<file path="src/rtl/tia_pkg.sv">
// Shared constants and helpers for the TIA horizontal timing stage.
// The polynomial step rule lives here so decode constants fold at elaboration.
package tia_pkg;

  localparam int HLEN = 57;
  localparam int W    = 6;

  localparam int IDX_SHB  = 0;
  localparam int IDX_SHS  = 4;
  localparam int IDX_RHS  = 8;
  localparam int IDX_RCB  = 12;
  localparam int IDX_RHB  = 16;
  localparam int IDX_LRHB = 18;
  localparam int IDX_CNT  = 36;

  localparam logic [W-1:0] HPOLY_LOCK = 6'b111111;

  typedef enum logic [1:0] {
    PH0 = 2'd0,
    PH1 = 2'd1,
    PH2 = 2'd2,
    PH3 = 2'd3
  } hphase_e;

  typedef enum logic [1:0] {
    NX_STEP = 2'd0,
    NX_WRAP = 2'd1,
    NX_LOCK = 2'd2,
    NX_SYNC = 2'd3
  } hnext_e;

  function automatic logic [W-1:0] hpoly_step(
    input logic [W-1:0] v
  );
    return {v[W-2:0], ~(v[W-1] ^ v[W-2])};
  endfunction

  function automatic logic [W-1:0] hpoly_at(
    input int n
  );
    logic [W-1:0] v;
    v = '0;
    for (int i = 0; i < n; i++) begin
      v = hpoly_step(v);
    end
    return v;
  endfunction

endpackage

</file>
<file path="src/rtl/tia_hphase.sv">
// Two-phase strobe generator: divides the colour clock by four.
// Strobes are registered so tia_dl sees glitch-free s1/s2.
module tia_hphase
  import tia_pkg::*;
(
  input  logic i_clk,
  input  logic i_rst,
  output logic o_hphi1,
  output logic o_hphi2,
  output logic o_step
);

  hphase_e r_ph;
  hphase_e w_ph_nxt;
  logic    r_hphi1;
  logic    r_hphi2;

  assign w_ph_nxt = hphase_e'(r_ph + 2'd1);

  always_ff @(posedge i_clk or posedge i_rst) begin
    if (i_rst) begin
      r_ph    <= PH0;
      r_hphi1 <= 1'b0;
      r_hphi2 <= 1'b0;
    end else begin
      r_ph    <= w_ph_nxt;
      r_hphi1 <= (w_ph_nxt == PH1);
      r_hphi2 <= (w_ph_nxt == PH3);
    end
  end

  // The 3->0 edge is the only edge the counter may move on.
  assign o_step  = (r_ph == PH3);
  assign o_hphi1 = r_hphi1;
  assign o_hphi2 = r_hphi2;

endmodule

</file>
<file path="src/rtl/tia_hcount.sv">
// TIA horizontal polynomial counter with RSYNC and HBLANK/HSYNC decodes.
// Feeds the tia_dl latches: decodes hold steady across a whole phase window.
module tia_hcount
  import tia_pkg::*;
(
  input  logic         clk,
  input  logic         r,
  input  logic         rsync,
  output logic         hphi1,
  output logic         hphi2,
  output logic [W-1:0] hcount,
  output logic         line_end,
  output logic         d_shb,
  output logic         d_shs,
  output logic         d_rhs,
  output logic         d_rcb,
  output logic         d_rhb,
  output logic         d_lrhb,
  output logic         d_cnt
);

  localparam logic [W-1:0] HP_SHB  = hpoly_at(IDX_SHB);
  localparam logic [W-1:0] HP_SHS  = hpoly_at(IDX_SHS);
  localparam logic [W-1:0] HP_RHS  = hpoly_at(IDX_RHS);
  localparam logic [W-1:0] HP_RCB  = hpoly_at(IDX_RCB);
  localparam logic [W-1:0] HP_RHB  = hpoly_at(IDX_RHB);
  localparam logic [W-1:0] HP_LRHB = hpoly_at(IDX_LRHB);
  localparam logic [W-1:0] HP_CNT  = hpoly_at(IDX_CNT);
  localparam logic [W-1:0] HP_END  = hpoly_at(HLEN - 1);

  logic         w_step;
  logic [W-1:0] r_hcount;
  logic         r_pend;
  logic         r_line_end;
  hnext_e       w_sel;
  logic [W-1:0] w_nxt;

  tia_hphase u_hphase (
    .i_clk   (clk),
    .i_rst   (r),
    .o_hphi1 (hphi1),
    .o_hphi2 (hphi2),
    .o_step  (w_step)
  );

  // A live rsync on the step edge counts the same as a pending one.
  always_comb begin
    w_sel = NX_STEP;
    priority case (1'b1)
      (rsync | r_pend):          w_sel = NX_SYNC;
      (r_hcount == HPOLY_LOCK):  w_sel = NX_LOCK;
      (r_hcount == HP_END):      w_sel = NX_WRAP;
      default:                   w_sel = NX_STEP;
    endcase
  end

  always_comb begin
    w_nxt = '0;
    unique case (w_sel)
      NX_STEP: w_nxt = hpoly_step(r_hcount);
      NX_WRAP: w_nxt = '0;
      NX_LOCK: w_nxt = '0;
      NX_SYNC: w_nxt = '0;
      default: w_nxt = '0;
    endcase
  end

  always_ff @(posedge clk or posedge r) begin
    if (r) begin
      r_hcount   <= '0;
      r_pend     <= 1'b0;
      r_line_end <= 1'b0;
    end else begin
      r_line_end <= w_step && (w_sel == NX_WRAP);
      if (w_step) begin
        r_hcount <= w_nxt;
        r_pend   <= 1'b0;
      end else if (rsync) begin
        r_pend   <= 1'b1;
      end
    end
  end

  assign hcount   = r_hcount;
  assign line_end = r_line_end;

  assign d_shb  = (r_hcount == HP_SHB);
  assign d_shs  = (r_hcount == HP_SHS);
  assign d_rhs  = (r_hcount == HP_RHS);
  assign d_rcb  = (r_hcount == HP_RCB);
  assign d_rhb  = (r_hcount == HP_RHB);
  assign d_lrhb = (r_hcount == HP_LRHB);
  assign d_cnt  = (r_hcount == HP_CNT);

endmodule

</file>
<file path="config.mk">
export PLATFORM = sky130hd
export DESIGN_NAME = tia_hcount
export DESIGN_NICKNAME = d
export VERILOG_FILES = /design/src/rtl/tia_pkg.sv /design/src/rtl/tia_hphase.sv /design/src/rtl/tia_hcount.sv
export SDC_FILE = /design/constraint.sdc
export NUM_CORES = 1
export LEC_CHECK = 0
export ABC_AREA = 1
export BUFFER_PORTS_ARGS = -buffer_cell sky130_fd_sc_hd__buf_2
export CAP_MARGIN = 20
export CORE_ASPECT_RATIO = 1.2
export CORE_UTILIZATION = 30
export CTS_BUF_LIST = sky130_fd_sc_hd__clkbuf_16
export CTS_CLUSTER_DIAMETER = 100
export CTS_CLUSTER_SIZE = 12
export DETAILED_ROUTE_END_ITERATION = 6
export PLACE_DENSITY_LB_ADDON = 0.05
export SLEW_MARGIN = 30
export SYNTH_ARGS = -nofsm -noshare
export SYNTH_HDL_FRONTEND = slang
export SYNTH_SLANG_ARGS = --single-unit
</file>
<file path="constraint.sdc">
create_clock -name clk -period 1.3 [get_ports clk]
set_input_delay 0.195 -clock clk [delete_from_list [all_inputs] [get_ports clk]]
set_output_delay 0.195 -clock clk [all_outputs]
set_load 0.02 [all_outputs]
</file>
==> results.txt <==
----------------------------------------------------
[STA]
  Worst-case headroom to the max-slew limit ... 70.2%
  Highest attainable clock frequency ... 0.695 GHz
  Fin. max-slew vios ... 0
  Setup violations, final ... 7
  Final setup margin ... -139 ps
  Post-Route Skew ... 2.53 ps
  Unrepaired setup endpoints after global routing ... yes
  Setup TNS ... -773 ps
  Final Cycle Share ... 111%
  Post-route minimum period ... 1440 ps
  Worst hold-check slack ... 194 ps
  Tightest Pin Transition ... 447 ps
  Final hold violation count ... 0

[Route]
  Pre-Repair DR Iteration Count ... 6
  Number of nets still failing antenna checks after routing ... 0
  Number of DRC violations after detailed-routing iteration 0 ... 3
  Vias after detailed routing ... 564
  Post-Route WL ... 1.31 mm
  Vias per cell ... 4.59
  Remaining design rule violation count ... 0
  Average detailed-routed wire length per instance ... 10.6 µm

[Global routing]
  Number of antenna violations at the first check in global routing ... 0
  Wire length of the first global-routing pass ... 2.41 mm
  Largest net degree at the start of global routing ... 13
  Number of global-route vias before repair ... 622
  Overall Global Routing Usage ... 15.0%
  Overflow after GRT ... 0

[Worst setup path]
  Arrival @ worst endpoint ... 1240 ps
  Kind of critical path ... reg -> out
  Slowest stage cell on the critical path ... dfrtp_2
  Required @ worst endpoint ... 1110 ps
  Crit. End Element ... output pin
  Chain of cells forming the critical path ... inv_2 > ha_4 > nand3_4 > nor3_2 > buf_4
  Critical path launch point type ... flop
  Family with the most delay on the worst path ... flip-flops
  Critical Path Max Stage Delay ... 410 ps
  Buffering stage count on the worst path with inverters included ... 2
  Maximum fanout along the worst path ... 3

[Clock tree]
  Maximum level of the CTS H-tree ... 1
  Number of buffers added by the clock tree synthesis step ... 3
  TritonCTS clock tree ... yes
  Clock tree root driver cell ... clkbuf_16
  CTS Sinks ... 12
  Number of buffers between clock root and the deepest sink ... 2
  Worst-path clk slew ... 40 ps
  Insertion delay to the later sink of the worst-skew pair ... 240 ps

[Logic synthesis]
  Fraction of synthesized cell area taken by the top area cell type ... 51.1%
  Cells after Synth ... 67
  Largest cells by area after synthesis ... dfrtp_1 (51%), ha_1 (11%), nand2_1 (10%), inv_1 (6.4%), nand3_1 (6.0%)
  Post-Syn Nets ... 75
  Flip-flop and latch count after synthesis ... 12
  Synthesis Warnings ... 0
  Cell accounting for the most synthesized area ... dfrtp_1
  Share of the yosys chip area belonging to registers ... 51.1%
  Mean post-synth cell area ... 8.78 µm²
  Cell Area, Synth ... 588 µm²
  Number of unique standard cell types used by synthesis ... 12

[Place]
  Detailed-placement wirelength estimate ... 1.04 mm
  Placed Cells ... 111
  Pre-CTS setup slack ... -11.3 ps
  Input/output buffers ... 18
  Placement-stage cell area ... 818 µm²
  Final Wtd Congestion ... 0.745

[Finish]
  Non-filler instance count after layout ... 123
  Fill cell count ... 177
  Final layout net count ... 113
  Area growth from synthesis to layout ... 74.9%
  Number of antenna cells inserted ... 0
  Final Util ... 55.6%
  Area of all placed cells without fillers ... 1030 µm²
  Proportion of layout cells with a drive suffix above 1 ... 61.5%

[Floorplan]
  Full die area ... 2140 µm²
  Die width ... 42.4 µm
  Number of placed I/O pins ... 19
  Die Y ... 50.5 µm
  Initial standard-cell utilization of the core ... 31.8%
  Core outline area ... 1850 µm²
  Number of rows created at floorplan ... 17

[Hold path]
  HP Class ... in -> reg

[Pwr]
  Worst voltage drop across the vdd grid ... 826 µV
  Leak Pwr ... 0.518 nW
  Post-layout power ... 955 µW
  Power per standard cell area ... 929 nW/µm²

[Run]
  Max-capacitance violation count ... 0

[Outcome]
  Failing checks ... setup timing
  Run status ... finished with violations

----------------------------------------------------
[synthesized netlist by cell type (all sizes together)]
cell type,number
ha,5
o21ai,1
nand2,16
nor3,7
nand3,8
dfrtp,12
inv,11
nor2,7
[state kept, by name, summed over array words and instances (netlist names)]
signal / cells
line_end: 1
hcount: 6
u_hphase.o_hphi2: 1
u_hphase.r_ph: 2
r_pend: 1
u_hphase.o_hphi1: 1
[worst reg2reg max path: cells and delay by family (launching register included)]
family / cells / cell delay, ps
adders and majority gates: 1 / 200
DFF: 1 / 370
and+or+nand+nor: 5 / 480
[what timing repair did]
action / in CTS / in global routing
hold buffers: 1 / 0
resized for setup: 18 / 9
cloned: 0 / 0
hold endpoints to repair: 12 / 0
setup buffers: 6 / 1
pin swaps: 3 / 1
setup endpoints to repair: 7 / 13
[logic make-up (layout without fill, tap and decap cells)]
logic type,Yosys count,after routing,share of synthesized area (%)
AND/OR/NAND/NOR,38,38,30.4
AO/OA/AOI/OAI,1,1,0.850
buffers and inverters,11,48,7.02
adder cells (fa/ha/maj),5,5,10.6
flip-flops,12,12,51.1
[power by group]
group          internal, mW  switching, mW  total (mW)
Combinational       0.00925         0.0160      0.0252
Sequential            0.378        0.00262       0.380
Clock                 0.404          0.146       0.550
[metal layers]
metal,track usage (%),wire [µm],vias to the layer above
li1,-,-,284
met3,2.16,41,4
met1,14.8,478,261
met2,29.2,760,15
met5,0,0,-
met4,7.81,25,0
[path summary, 6_finish.rpt]
check	from	cells past startpoint	slack, ps	to
hold / removal	rsync	3	190	r_pend$_DFFE_PP0P_
hold reg to reg	u_hphase.r_ph[0]$_DFF_PP0_	1	460	u_hphase.r_ph[0]$_DFF_PP0_
min in group asynchronous	r	3	510	u_hphase.r_ph[0]$_DFF_PP0_
setup reg to reg	hcount[4]$_DFFE_PP0P_	6	120	hcount[2]$_DFFE_PP0P_
setup / recovery	hcount[5]$_DFFE_PP0P_	5	-140	d_cnt
max in group asynchronous	r	3	460	hcount[3]$_DFFE_PP0P_
[cell usage in the layout, fill, tap and decap left out]
cell / Yosys / final
o21ai_1: 1 / 1
ha_1: 5 / 4
dlygate4sd3_1: 0 / 1
nor2_1: 4 / 2
nor2_2: 3 / 2
nand3_1: 7 / 5
nand3_2: 1 / 2
buf_4: 0 / 18
nand2_2: 0 / 2
inv_2: 1 / 6
nor2_4: 0 / 3
buf_6: 0 / 3
nand2_1: 16 / 14
dfrtp_2: 0 / 5
nand3_4: 0 / 1
clkinv_1: 0 / 1
clkbuf_16: 0 / 3
nor3_4: 0 / 2
nor3_2: 1 / 5
ha_4: 0 / 1
buf_2: 0 / 11
dfrtp_1: 12 / 7
inv_1: 10 / 5
[area by class of cell]
type / instances / area [µm²] / area share (%)
timing repair buffer: 33 / 234 / 22.7
tap: 19 / 23.8 / 2.31
inverter: 11 / 41.3 / 4.01
multi-input combinational: 44 / 344 / 33.5
clock buffer: 3 / 75.1 / 7.30
sequential: 12 / 307 / 29.8
clock inverter: 1 / 3.75 / 0.365
(Power assumes the default switching activity.)
